[src/rtl/hilo_sequencer.sv]
// rtl/hilo_sequencer.sv - mult/div sequencer: zero-divisor check, start pulse, watchdog wait, HI/LO write
module hilo_sequencer #(
  parameter int TIMEOUT = 64
) (
  input  logic        clk,
  input  logic        reset,
  input  logic        op_valid,
  input  logic        op_sel,
  input  logic [31:0] rt_val,
  output logic        op_ready,
  output logic        mult_start,
  input  logic        mult_done,
  output logic        div_start,
  input  logic        div_done,
  output logic        hilo_sel,
  output logic        hi_write,
  output logic        lo_write,
  output logic        done,
  output logic        div_zero,
  output logic        timeout_err,
  output logic        busy
);

  localparam int CW = (TIMEOUT > 1) ? $clog2(TIMEOUT) : 1;
  localparam logic [CW-1:0] CNT_LAST = CW'(TIMEOUT - 1);

  typedef enum logic [2:0] {
    S_IDLE,
    S_ZERO,
    S_LAUNCH,
    S_WAIT,
    S_WRITE,
    S_TOUT
  } state_t;

  state_t        state;
  logic          op_q;
  logic [CW-1:0] cnt;
  logic          sel_done;

  // Only the unit that was launched may end the wait.
  assign sel_done = op_q ? div_done : mult_done;

  always_ff @(posedge clk) begin
    if (reset) begin
      state       <= S_IDLE;
      op_q        <= 1'b0;
      cnt         <= '0;
      op_ready    <= 1'b1;
      busy        <= 1'b0;
      mult_start  <= 1'b0;
      div_start   <= 1'b0;
      hilo_sel    <= 1'b0;
      hi_write    <= 1'b0;
      lo_write    <= 1'b0;
      done        <= 1'b0;
      div_zero    <= 1'b0;
      timeout_err <= 1'b0;
    end else begin
      mult_start  <= 1'b0;
      div_start   <= 1'b0;
      hi_write    <= 1'b0;
      lo_write    <= 1'b0;
      done        <= 1'b0;
      div_zero    <= 1'b0;
      timeout_err <= 1'b0;

      case (state)
        S_IDLE: begin
          if (op_valid) begin
            op_ready <= 1'b0;
            busy     <= 1'b1;
            if (op_sel && (rt_val == 32'd0)) begin
              state    <= S_ZERO;
              div_zero <= 1'b1;
            end else begin
              state      <= S_LAUNCH;
              op_q       <= op_sel;
              hilo_sel   <= op_sel;
              mult_start <= ~op_sel;
              div_start  <= op_sel;
            end
          end
        end

        S_LAUNCH: begin
          cnt   <= '0;
          state <= S_WAIT;
        end

        S_WAIT: begin
          if (sel_done) begin
            state    <= S_WRITE;
            hi_write <= 1'b1;
            lo_write <= 1'b1;
            done     <= 1'b1;
          end else if (cnt == CNT_LAST) begin
            state       <= S_TOUT;
            timeout_err <= 1'b1;
          end else begin
            cnt <= cnt + 1'b1;
          end
        end

        // ZERO, WRITE and TOUT each last one cycle and return to IDLE.
        default: begin
          state    <= S_IDLE;
          op_ready <= 1'b1;
          busy     <= 1'b0;
        end
      endcase
    end
  end

endmodule

[config.mk]
export PLATFORM = sky130hd
export DESIGN_NAME = hilo_sequencer
export DESIGN_NICKNAME = d
export VERILOG_FILES = /design/src/rtl/hilo_sequencer.sv
export SDC_FILE = /design/constraint.sdc
export NUM_CORES = 1
export LEC_CHECK = 0
export ABC_CLOCK_PERIOD_IN_PS = 1540
export CAP_MARGIN = 25
export CORE_UTILIZATION = 34
export DETAILED_ROUTE_END_ITERATION = 12
export PLACE_DENSITY = 0.77
export SETUP_SLACK_MARGIN = 0.1
export SYNTH_ARGS = -nofsm -noshare
export SYNTH_HDL_FRONTEND = slang
export SYNTH_SLANG_ARGS = --single-unit
[constraint.sdc]
create_clock -name clk -period 1.54 [get_ports clk]
set_clock_uncertainty 0.15 [all_clocks]
set_input_delay 0.308 -clock clk [delete_from_list [all_inputs] [get_ports clk]]
set_output_delay 0.308 -clock clk [all_outputs]
set_load 0.05 [all_outputs]
== Word level (Yosys, flattened, before mapping) ==
Cells that the tools add are included.

* Register bits: 17
* Bits of input ports: 38
* Output and inout port bits: 10
* Logic and storage cells: 53

* Add/subtract/negate cells: 1
* Reductions and logical operators: 13
* Equality and inequality tests: 7
* Bitwise logic cells: 6
* Multiplexer cells: 16

{| class="wikitable"
|+ Operators with widths
! operator !! count
|-
| $logic_not 32->1 || 1
|-
| $mux 6 || 2
|-
| $pmux 6 s2 || 1
|-
| $mux 3 || 3
|-
| $pmux 3 s3 || 1
|-
| $add 6x1->6 const B || 1
|-
| $eq 3x2->1 const B || 2
|-
| $eq 6x6->1 const B || 1
|-
| $mux 1 || 6
|-
| $ne 2x2->1 const B || 3
|-
| $not 1->1 || 6
|-
| $reduce_and 3->1 || 2
|-
| $reduce_or 3->1 || 2
|-
| $pmux 1 s2 || 2
|-
| $reduce_and 2->1 || 2
|-
| $reduce_or 2->1 || 2
|-
| $reduce_or 4->1 || 1
|-
| $logic_not 3->1 || 1
|-
| $ne 3x3->1 const B || 1
|-
| $mux 2 || 1
|-
| $reduce_bool 2->1 || 1
|-
| $logic_and 1x1->1 || 1
|}

== Depth between registers and ports, before layout ==
Gate-level depths: netlist (run 1).

* Depth after elaboration: 5
* Mapped depth: 5
* Mapped depth without buffers: 5

== Worst setup path after synthesis (run 1) ==
OpenSTA, ideal clock, no wires.

* Kind: reg2reg
* Start: register op_q
* End: register cnt[4]
* Setup time: 0.074 ns
* Data arrival time: 1.840 ns
* Path buffers: 0
* Setup slack: -0.524 ns
* Stages on the path, launching flop included: 5
* Clock period less this slack: 2.064 ns
* Required time: 1.316 ns
* Cell sequence: dfxtp_1 > mux2i_4 > o21ai_4 > or4_1 > a31oi_1

* Word-level cells in the longest chain between the ends: 3

{| class="wikitable"
|+ Ends and longest elaborated chain
! item !! line !! RTL
|-
| start, declared || 37 || <nowiki>logic op_q;</nowiki>
|-
| start signal, assigned || 78 || <nowiki>op_q <= op_sel;</nowiki>
|-
| $mux 1 || 42 || <nowiki>assign sel_done = op_q ? div_done : mult_done;</nowiki>
|-
| $ne 2x2->1 (no line) || -- ||
|-
| $reduce_and 3->1 (no line) || -- ||
|-
| end signal, assigned || 101 || <nowiki>cnt <= cnt + 1'b1;</nowiki>
|-
| end, declared || 38 || <nowiki>logic [CW-1:0] cnt;</nowiki>
|}

No other way between the ends.
A chain may end at the register's enable or synchronous reset.

== Worst setup path after layout (run 1) ==
* Start: register op_q
* End: register cnt[2]

The elaborated chain is that of the path after synthesis.

==> results.txt, run 1 <==
cell accounting for the most synthesized area - dfxtp_1
critical path arrival - 1.68 ns
GPL Wtd Cong - 0.839
n_diodes - 0
crit path max fanout - 4
total of max-cap violations - 0
ys flop type - dfxtp_1
FILL cells - 179
Post-synth ARST share - 0
leak pwr - 0.731 nW
Rel. slew slack - 0.794
core area - 2500 um2
Final Hold Viols - 0
htree depth - 1
startpoint types - flip-flop
Fin Setup TNS - -0.121 ns
drt drc - 0
Layout Cells excl Fill - 204
Avg Cell Area, Syn - 8.83 um2
top achievable clock speed - 623 MHz
Num CTS Buffers - 3
peak supply drop - 411 uV
Worst-Margin Slew - 0.309 ns
Post-synth EDFFs - 0
number of synthesized register bits - 17
Initial Utilization - 0.364
maximum buffer depth of the clock tree - 2
cells along the critical path - mux2_4, or4_4, a311oi_1
mapped cell area - 910 um2
Critical Path Source - op_q
Wirelength per Cell - 14.8 um
Tot GR Track Use - 0.226
total gr overflow - 0
setup ws final - -0.0660 ns
first-pass GRT wire length - 4.71 mm
final hold slack - 0.284 ns
Hold WC Path Type - in -> reg
proportion of layout cells with a drive suffix above 1 - 0.420
Post-Route WL - 3.01 mm
Worst-path clk slew - 0.10 ns
CTS Hold Buffers Added - 0
power density cells - 639 nW/um2
most numerous cell in the Yosys netlist - dfxtp_1
Tmin final - 1.61 ns
fin util - 0.722
IO buf count - 47
r2r setup slk - -0.07 ns
Cell variety after synth - 38
via total after detailed routing - 1113
Critical Path RT - 1.62 ns
unrepaired setup endpoints after global routing - true
nets@finish - 214
die area - 2890 um2
CP max-delay cell - or4_4
failing checks - negative setup slack
std cell rows - 18
CP peak stage delay - 0.47 ns
Reg area - 352 um2
Die Height - 53.7 um
post-synthesis sequential area ratio - 0.374
worst r2r src - op_q
IO Pins - 48
Area Overhead vs Synth - 98.5%
clock latency at the later pin of the worst-skew pair - 0.31 ns
multi-input logic area - 638 um2
Die W - 53.7 um
design area - 1810 um2
status - complete, but fails checks
clock root buffer - clkbuf_4
Cells after DPL - 194
antenna-violating nets left - 0
vias per std cell - 5.46
Synth top area share - 0.374
Setup CP Type - reg -> reg
post-synthesis cell count - 103
First-pass DRT Iterations - 4
Post-synth top cells - dfxtp_1, nand2_1, nand2b_1, nor4_1, a21oi_1
post-DP HPWL - 2.18 mm
Critical Path Sink Type - flip-flop
initial antenna violation count - 0
syn nets - 142
Slew Limit Fails - 0
hold_sp - rt_val[14]
synth top area cells - dfxtp_1, nand2_1, nand2b_1
largest net degree at the start of global routing - 13
crit share post-route - 1.04
yosys warns - 0
vias in the first global route - 1142
# setup viols final - 3
initial DRC count - 34
clock sink count - 17
Placed Area - 1660 um2
CTS tree - yes
-- area by class of cell --
cell class	count	share of cell area
tap	30	0.0208
clock buffer	4	0.0146
sequential	17	0.195
timing repair buffer	72	0.408
inverter	4	0.00832
multi-input combinational	77	0.353
-- routing by layer --
metal / routed length [um] / vias up / GRT usage
met5: 0 / - / 0
met3: 166 / 8 / 0.0282
met1: 1120 / 519 / 0.239
met4: 81 / 0 / 0.123
met2: 1640 / 55 / 0.424
li1: - / 531 / -
-- cells in the final DEF, fill, tap and decap left out, types with 2 or more instances in the layout --
| master | count |
|---|---|
| a21oi_1 | 5 |
| and3_1 | 3 |
| buf_12 | 10 |
| buf_2 | 2 |
| buf_4 | 22 |
| buf_6 | 4 |
| clkbuf_4 | 3 |
| clkdlybuf4s50_1 | 11 |
| dfxtp_1 | 10 |
| dfxtp_2 | 6 |
| dlygate4sd2_1 | 21 |
| inv_1 | 4 |
| mux2i_1 | 2 |
| nand2_1 | 9 |
| nand2b_1 | 6 |
| nand3_1 | 2 |
| nand4_1 | 4 |
| nor2_1 | 2 |
| nor2b_1 | 2 |
| nor3_2 | 2 |
| nor4_1 | 4 |
| nor4_2 | 2 |
| o211ai_1 | 2 |
| o21ai_0 | 2 |
| or4_4 | 2 |
-- worst max-delay path, delay by kind of cell (launching register included) --
kind,cells,cell delay [ns]
and+or+nand+nor,1,0.47
DFF,1,0.39
AOI/OAI and AO/OA,1,0.20
muxes,1,0.32
-- power breakdown --
part | internal [mW] | switching (mW) | leakage (nW)
logic | 0.227 | 0.190 | 0.575
registers | 0.463 | 0.0225 | 0.142
clock network | 0.101 | 0.150 | 0.0150
-- logic make-up (layout without fill, tap and decap cells) --
| kind of cell | after synthesis | count (layout) | share of synthesized area |
|---|---|---|---|
| buffers and inverters | 9 | 80 | 0.0454 |
| flip-flops | 17 | 17 | 0.374 |
| multiplexers | 4 | 4 | 0.0591 |
| AO/OA/AOI/OAI | 22 | 22 | 0.177 |
| adder cells (fa/ha/maj) | 1 | 1 | 0.0138 |
| AND/OR/NAND/NOR | 50 | 50 | 0.330 |
-- through the flow --
stage,total power [mW],worst slack (ns)
2_1_floorplan,0.649,-0.136
3_3_place_gp,0.878,-0.460
3_5_place_dp,0.890,-0.501
4_1_cts,1.14,-0.0849
5_1_grt,1.20,-0.119
6_report,1.15,-0.0660
-- state kept, by name (all words and copies together) (netlist names) --
signal	cells
cnt	6
timeout_err	1
mult_start	1
div_zero	1
div_start	1
state	3
busy	1
done	1
op_q	1
op_ready	1
-- final timing paths --
path,to,depth (start not counted)
setup / recovery,cnt[2],3
setup reg to reg,cnt[2],3
hold / removal,div_zero,5
hold reg to reg,busy,2
-- timing repair --
| item | 4_1_cts | 5_1_grt |
|---|---|---|
| setup buffers | 5 | 1 |
| resized for setup | 42 | 20 |
| pin swaps | 17 | 12 |
| hold endpoints to repair | 0 | 0 |
| endpoints found under the setup margin | 15 | 15 |
Power figures use the tool's default switching activity.
==> inputs of run 2 (changes only) <==
Settings changed: SLEW_MARGIN set to 20.
==> results of run 2 <==
Same layout as run 1: the final DEF is identical, and so are final timing and power.
==> edit 1 (config.mk and constraints of run 1) <==
Reset style: asynchronous (`reset`), changed in one clocked block.
--- a/src/rtl/hilo_sequencer.sv
+++ b/src/rtl/hilo_sequencer.sv
@@ -42,5 +42,5 @@
   assign sel_done = op_q ? div_done : mult_done;
 
-  always_ff @(posedge clk) begin
+  always_ff @(posedge clk or posedge reset) begin
     if (reset) begin
       state       <= S_IDLE;
Formal check against the unedited RTL: differs if reset is asserted again (counterexample within 4 cycles, from zero or initial values and one cycle with reset high); with reset held inactive, the same outputs for 10 cycles.
==> edit 1 against run 1 <==
The run still ends with setup timing left. Synthesized cell count fell by 18%. Design area fell by 3.1%. Wire length fell by 3.4%. Synthesized area fell by 7.7%. Sequential share of layout area rose by 5.1 points. Setup slack got worse by 0.15 ns. Sequential cell count did not move. Core utilization rose by 4.6 points.
Power is not compared: it rests on default switching activity, and its combinational part moved more than twofold at a synthesized area within 25%.
==> edit 1: results (changes against run 1) <==
worstPathArrival_ns: 1.82  # was 1.68 ns
violations: "setup timing"  # unchanged
timing.rr.start: "op_q$_DFFE_PP0P_"  # was op_q$_SDFFE_PP0P_
insertedDiodeCount: 0  # unchanged
p_leak_nw: 0.9090
layout_setup_ws_ns: -0.2143  # was -0.06601 ns
globalplace.congestion: 0.7882  # was 0.8388
synth-async-reset-ratio: 1.000  # was 0
reg.largest.list: "cnt (6), state (3)"  # unchanged
syn-num-nets: 123  # was 142
clock_path_buffers: 2  # unchanged
max_stage_delay_ns: 0.43  # was 0.47 ns
status: "finished, violations left"  # unchanged
grt_pass1_vias: 1029  # was 1142
route.vias.total: 992  # was 1113
dpl-instance-area_sq_um: 1580  # was 1657 sq um
synth_edf_count: 0  # unchanged
grt_use_total: 0.2148  # was 0.2257
grt_max_degree: 18  # was 13
synth-seq-area-share: 0.5082  # was 0.3741
wl_um: 2907  # was 3010 um
slowest_stage: "dfrtp_2"  # was or4_4
clk_pin_slew_worst_paths_ns: 0.11
setup_viol: 7  # was 3
drive_gt1_frac: 0.3725  # was 0.4195
dr.pass1.iters: 4  # unchanged
htreeDepth: 1  # unchanged
portBuffers: 47  # unchanged
nFillCells: 127  # was 179
powerDensity_nw_per_um2: 1304
path_max_fanout: 7  # was 4
cts_buffers: 3  # unchanged
grt_overflow: 0  # unchanged
cts-root-buf: "clkbuf_4"  # unchanged
antenna_found_initial: 0  # unchanged
yosys-top-cells-area: "dfrtp_1 (48%), nor4_1 (7.5%), nand2_1 (5.8%), mux2i_1 (4.8%), dfstp_2 (3.1%)"  # was dfxtp_1 (37%), nand2_1 (4.1%), nand2b_1 (4.1%), nor4_1 (4.1%), a21oi_1 (2.8%)
synth_common_cells: "dfrtp_1 (16), nand2_1 (13), nor4_1 (10)"  # was dfxtp_1 (17), nand2_1 (10), nand2b_1 (6), nor4_1 (6), a21oi_1 (5)
setup_tns_ns: -0.8693  # was -0.1209 ns
layout.nets: 193  # was 214
dp_hpwl_um: 1976  # was 2178 um
ir_drop_v: 0.0009459
maxSlewHeadroom: 0.7526  # was 0.7942
dp_slack_ns: -0.4209  # was -0.5008 ns
ys_types: 26  # was 38
hold_path_class: "in2async"  # was in2reg
max_cap_violations: 0  # unchanged
drt_iter0_markers: 16  # was 34
crit_path_start_kind: "flip-flop"  # unchanged
ys_warn_count: 0  # unchanged
clk_latency_ns: 0.30
crit_family: "compound AO/OA/AOI/OAI gates"  # was simple AND/OR/NAND/NOR gates
grt_pass1_wl_um: 4153  # was 4705 um
-- edit 1: cell type report --
type / count / share of cell area
Clock buffer: 3 / 0.01288
Clock inverter: 1 / 0.002861
Inverter: 4 / 0.008584
Multi-Input combinational cell: 61 / 0.2740
Sequential cell: 17 / 0.2454
Tap cell: 28 / 0.02003
Timing Repair Buffer: 67 / 0.4363
-- edit 1: what timing repair did --
item,in CTS,in global routing
hold buffers,0,0
pin swaps,8,15
setup endpoints to repair,18,15
gates resized for setup,14,31
setup buffers,1,0
-- edit 1: routing by layer --
| metal | global-route usage | vias to the layer above | share of wire |
|---|---|---|---|
| met4 | 0.09910 | 0 | 0.032 |
| met5 | 0 | - | 0 |
| met3 | 0.04386 | 12 | 0.060 |
| met1 | 0.2247 | 476 | 0.40 |
| li1 | - | 450 | - |
| met2 | 0.4048 | 54 | 0.51 |
-- edit 1: kinds of logic (layout without fill, tap and decap cells) --
group           Yosys count  after routing  synth area share
compound gates           10             10           0.09687
fa+ha+maj                 1              1           0.01490
buf+inv                   6             75           0.03576
flops                    17             17            0.5082
mux                       5              5           0.06557
simple gates             45             45            0.2787
-- edit 1: through the flow --
| step | cells | total power [mW] |
|---|---|---|
| floorplan | 84 | 1.252 |
| global placement | 176 | 1.870 |
| detailed placement | 176 | 1.918 |
| CTS | 181 | 2.194 |
| global route | 181 | 2.384 |
| finish | 181 | 2.282 |
-- edit 1: final timing paths --
kind | slack [ns] | to | cells after the start
min reg2reg | 0.36 | op_ready$_DFFE_PP1P_ | 2
min | 0.16 | timeout_err$_DFF_PP0_ | 3
max | -0.21 | state[1]$_DFFE_PP0P_ | 4
min in group clk | 0.22 | div_zero$_DFF_PP0_ | 4
max in group asynchronous | 0.83 | op_ready$_DFFE_PP1P_ | 3
max reg2reg | -0.21 | state[1]$_DFFE_PP0P_ | 4
-- edit 1: worst reg2reg max path, cell delays in order (launching register included) --
cell     delay, ns
dfrtp_2       0.43
mux2_4        0.34
a311o_4       0.38
and3_4        0.19
a41oi_1       0.18
-- edit 1: where the power goes --
group          switching (mW)  internal, mW
registers              0.0947         0.568
clock network           0.155        0.0969
logic                   0.685         0.682
==> edit 2 (config.mk and constraints of run 1) <==
Made on the original files. The parameter `TIMEOUT` goes from 64 to 32.
--- a/src/rtl/hilo_sequencer.sv
+++ b/src/rtl/hilo_sequencer.sv
@@ -1,5 +1,5 @@
 // rtl/hilo_sequencer.sv - mult/div sequencer: zero-divisor check, start pulse, watchdog wait, HI/LO write
 module hilo_sequencer #(
-  parameter int TIMEOUT = 64
+  parameter int TIMEOUT = 32
 ) (
   input  logic        clk,
Function: same outputs for any inputs over 10 cycles, from zero or initial values and one cycle with reset high; that may be too few to reach the edited logic, so the function may still have changed.
==> edit 2 against run 1 <==
The run still ends with setup timing left. Power fell by 21%. Sequential cell count is 1 lower. Global-route usage fell by 2.7 points. Design area shrank 7.1%. Setup slack got worse by 0.080 ns. Sequential share of layout area rose by 0.079 points. Critical path type is now in2reg. Count of clock-buffer cells in the layout fell by 1. First-iteration DRC count decreased by 82%. Synthesized area shrank 7.4%. Wire length shrank 15%.
==> edit 2: results (changes against run 1) <==
status: "finished, violations left"  # unchanged
violations: "setup timing"  # unchanged
clk_latency_ns: 0.27  # was 0.31 ns
slowest_stage: "or4_1"  # was or4_4
globalplace.congestion: 0.8009  # was 0.8388
dr_wl_met2_um: 1395  # was 1639 um
path_max_fanout: 2  # was 4
drt_iter0_markers: 6  # was 34
ir_drop_v: 0.0003219  # was 0.0004109 V
synth_common_cells: "dfxtp_1 (16), nor2_1 (11), nor4_1 (8)"  # was dfxtp_1 (17), nand2_1 (10), nand2b_1 (6), nor4_1 (6), a21oi_1 (5)
dp_hpwl_um: 1927  # was 2178 um
portBuffers: 47  # unchanged
layout_setup_ws_ns: -0.1456  # was -0.06601 ns
p_leak_nw: 0.6673  # was 0.7313 nW
wl_per_cell_um: 13.56  # was 14.75 um
ys_types: 36  # was 38
met1_usage: 0.1950  # was 0.2390
max_stage_delay_ns: 0.50  # was 0.47 ns
yosys-top-cells-area: "dfxtp_1 (38%), nor4_1 (5.9%), nor2_1 (4.9%), nor4_2 (4.5%), or4_1 (3.6%)"  # was dfxtp_1 (37%), nand2_1 (4.1%), nand2b_1 (4.1%), nor4_1 (4.1%), a21oi_1 (2.8%)
wl_met1_um: 944  # was 1122 um
nFillCells: 161  # was 179
dpl-instance-area_sq_um: 1540  # was 1657 sq um
route.vias.total: 1004  # was 1113
dp_slack_ns: -0.7486  # was -0.5008 ns
synth_compound_area_frac: 0.08172  # was 0.1774
p_switching_uw: 250.3  # was 362.8 uW
synth-seq-area-share: 0.3804  # was 0.3741
grt_max_degree: 12  # was 13
worstPathArrival_ns: 1.74  # was 1.68 ns
cts_resized: 96  # was 42
met3_length_um: 185  # was 166 um
cts-root-buf: "clkbuf_4"  # unchanged
grt_pass1_wl_um: 3981  # was 4705 um
synth_xor_area_frac: 0.02080  # was 0
reg.largest.list: "cnt (5), state (3)"  # was cnt (6), state (3)
ys_warn_count: 0  # unchanged
worst_slew_pin_slew_ns: 0.3406  # was 0.3087 ns
syn-num-nets: 134  # was 142
htreeDepth: 1  # unchanged
drive_gt1_frac: 0.4563  # was 0.4195
setup_viol: 7  # was 3
avgSynthCellArea_sq_um: 8.958  # was 8.831 sq um
grtUsageMet3: 0.04971  # was 0.02825
[edit 2: changes by cell type in the layout (fill, tap and decap cells not counted), moves of 7 or more]
| cell | run 1 | this run |
|---|---|---|
| clkdlybuf4s50_1 | 11 | 2 |
| clkdlybuf4s15_1 | 1 | 8 |
| dlygate4sd2_1 | 21 | 8 |
| nor2_1 | 2 | 9 |
[edit 2: path summary, 6_finish.rpt]
| check | startpoint | endpoint | slack, ns | cells past startpoint |
|---|---|---|---|---|
| worst min-delay path | op_sel | mult_start$_SDFF_PP0_ | 0.26 | 3 |
| worst max-delay path | rt_val[7] | op_q$_SDFFE_PP0P_ | -0.15 | 5 |
| worst max register to register | cnt[0]$_SDFFE_PP0P_ | cnt[2]$_SDFFE_PP0P_ | -0.13 | 6 |
| worst min register to register | busy$_SDFFE_PP0P_ | busy$_SDFFE_PP0P_ | 0.34 | 2 |
[edit 2: power groups by stage]
stage | clock [mW] | combinational (mW) | sequential [mW]
floorplan | 0 | 0.0620 | 0.478
global placement | 0 | 0.264 | 0.451
detailed placement | 0 | 0.269 | 0.451
CTS | 0.212 | 0.256 | 0.442
global route | 0.249 | 0.284 | 0.444
finish | 0.206 | 0.269 | 0.442
[edit 2: logic make-up after synthesis]
kind of cell | Yosys count
AO/OA/AOI/OAI | 10
XOR/XNOR | 2
adder cells (fa/ha/maj) | 2
buffers and inverters | 8
flip-flops | 16
multiplexers | 4
AND/OR/NAND/NOR | 52
[edit 2: critical path, delay by kind of cell]
family	cells	cell delay, ns
simple gates	2	0.97
compound gates	2	0.37
buf+inv	1	0.09
[edit 2: final cells by class]
type	count	area, sq um	area share
well taps	28	35.03	0.02090
multi-input cells	70	594.3	0.3545
inverters	4	15.01	0.008955
clock buffers	3	22.52	0.01343
repair buffers	67	681.9	0.4067
flip-flops and latches	16	327.8	0.1955
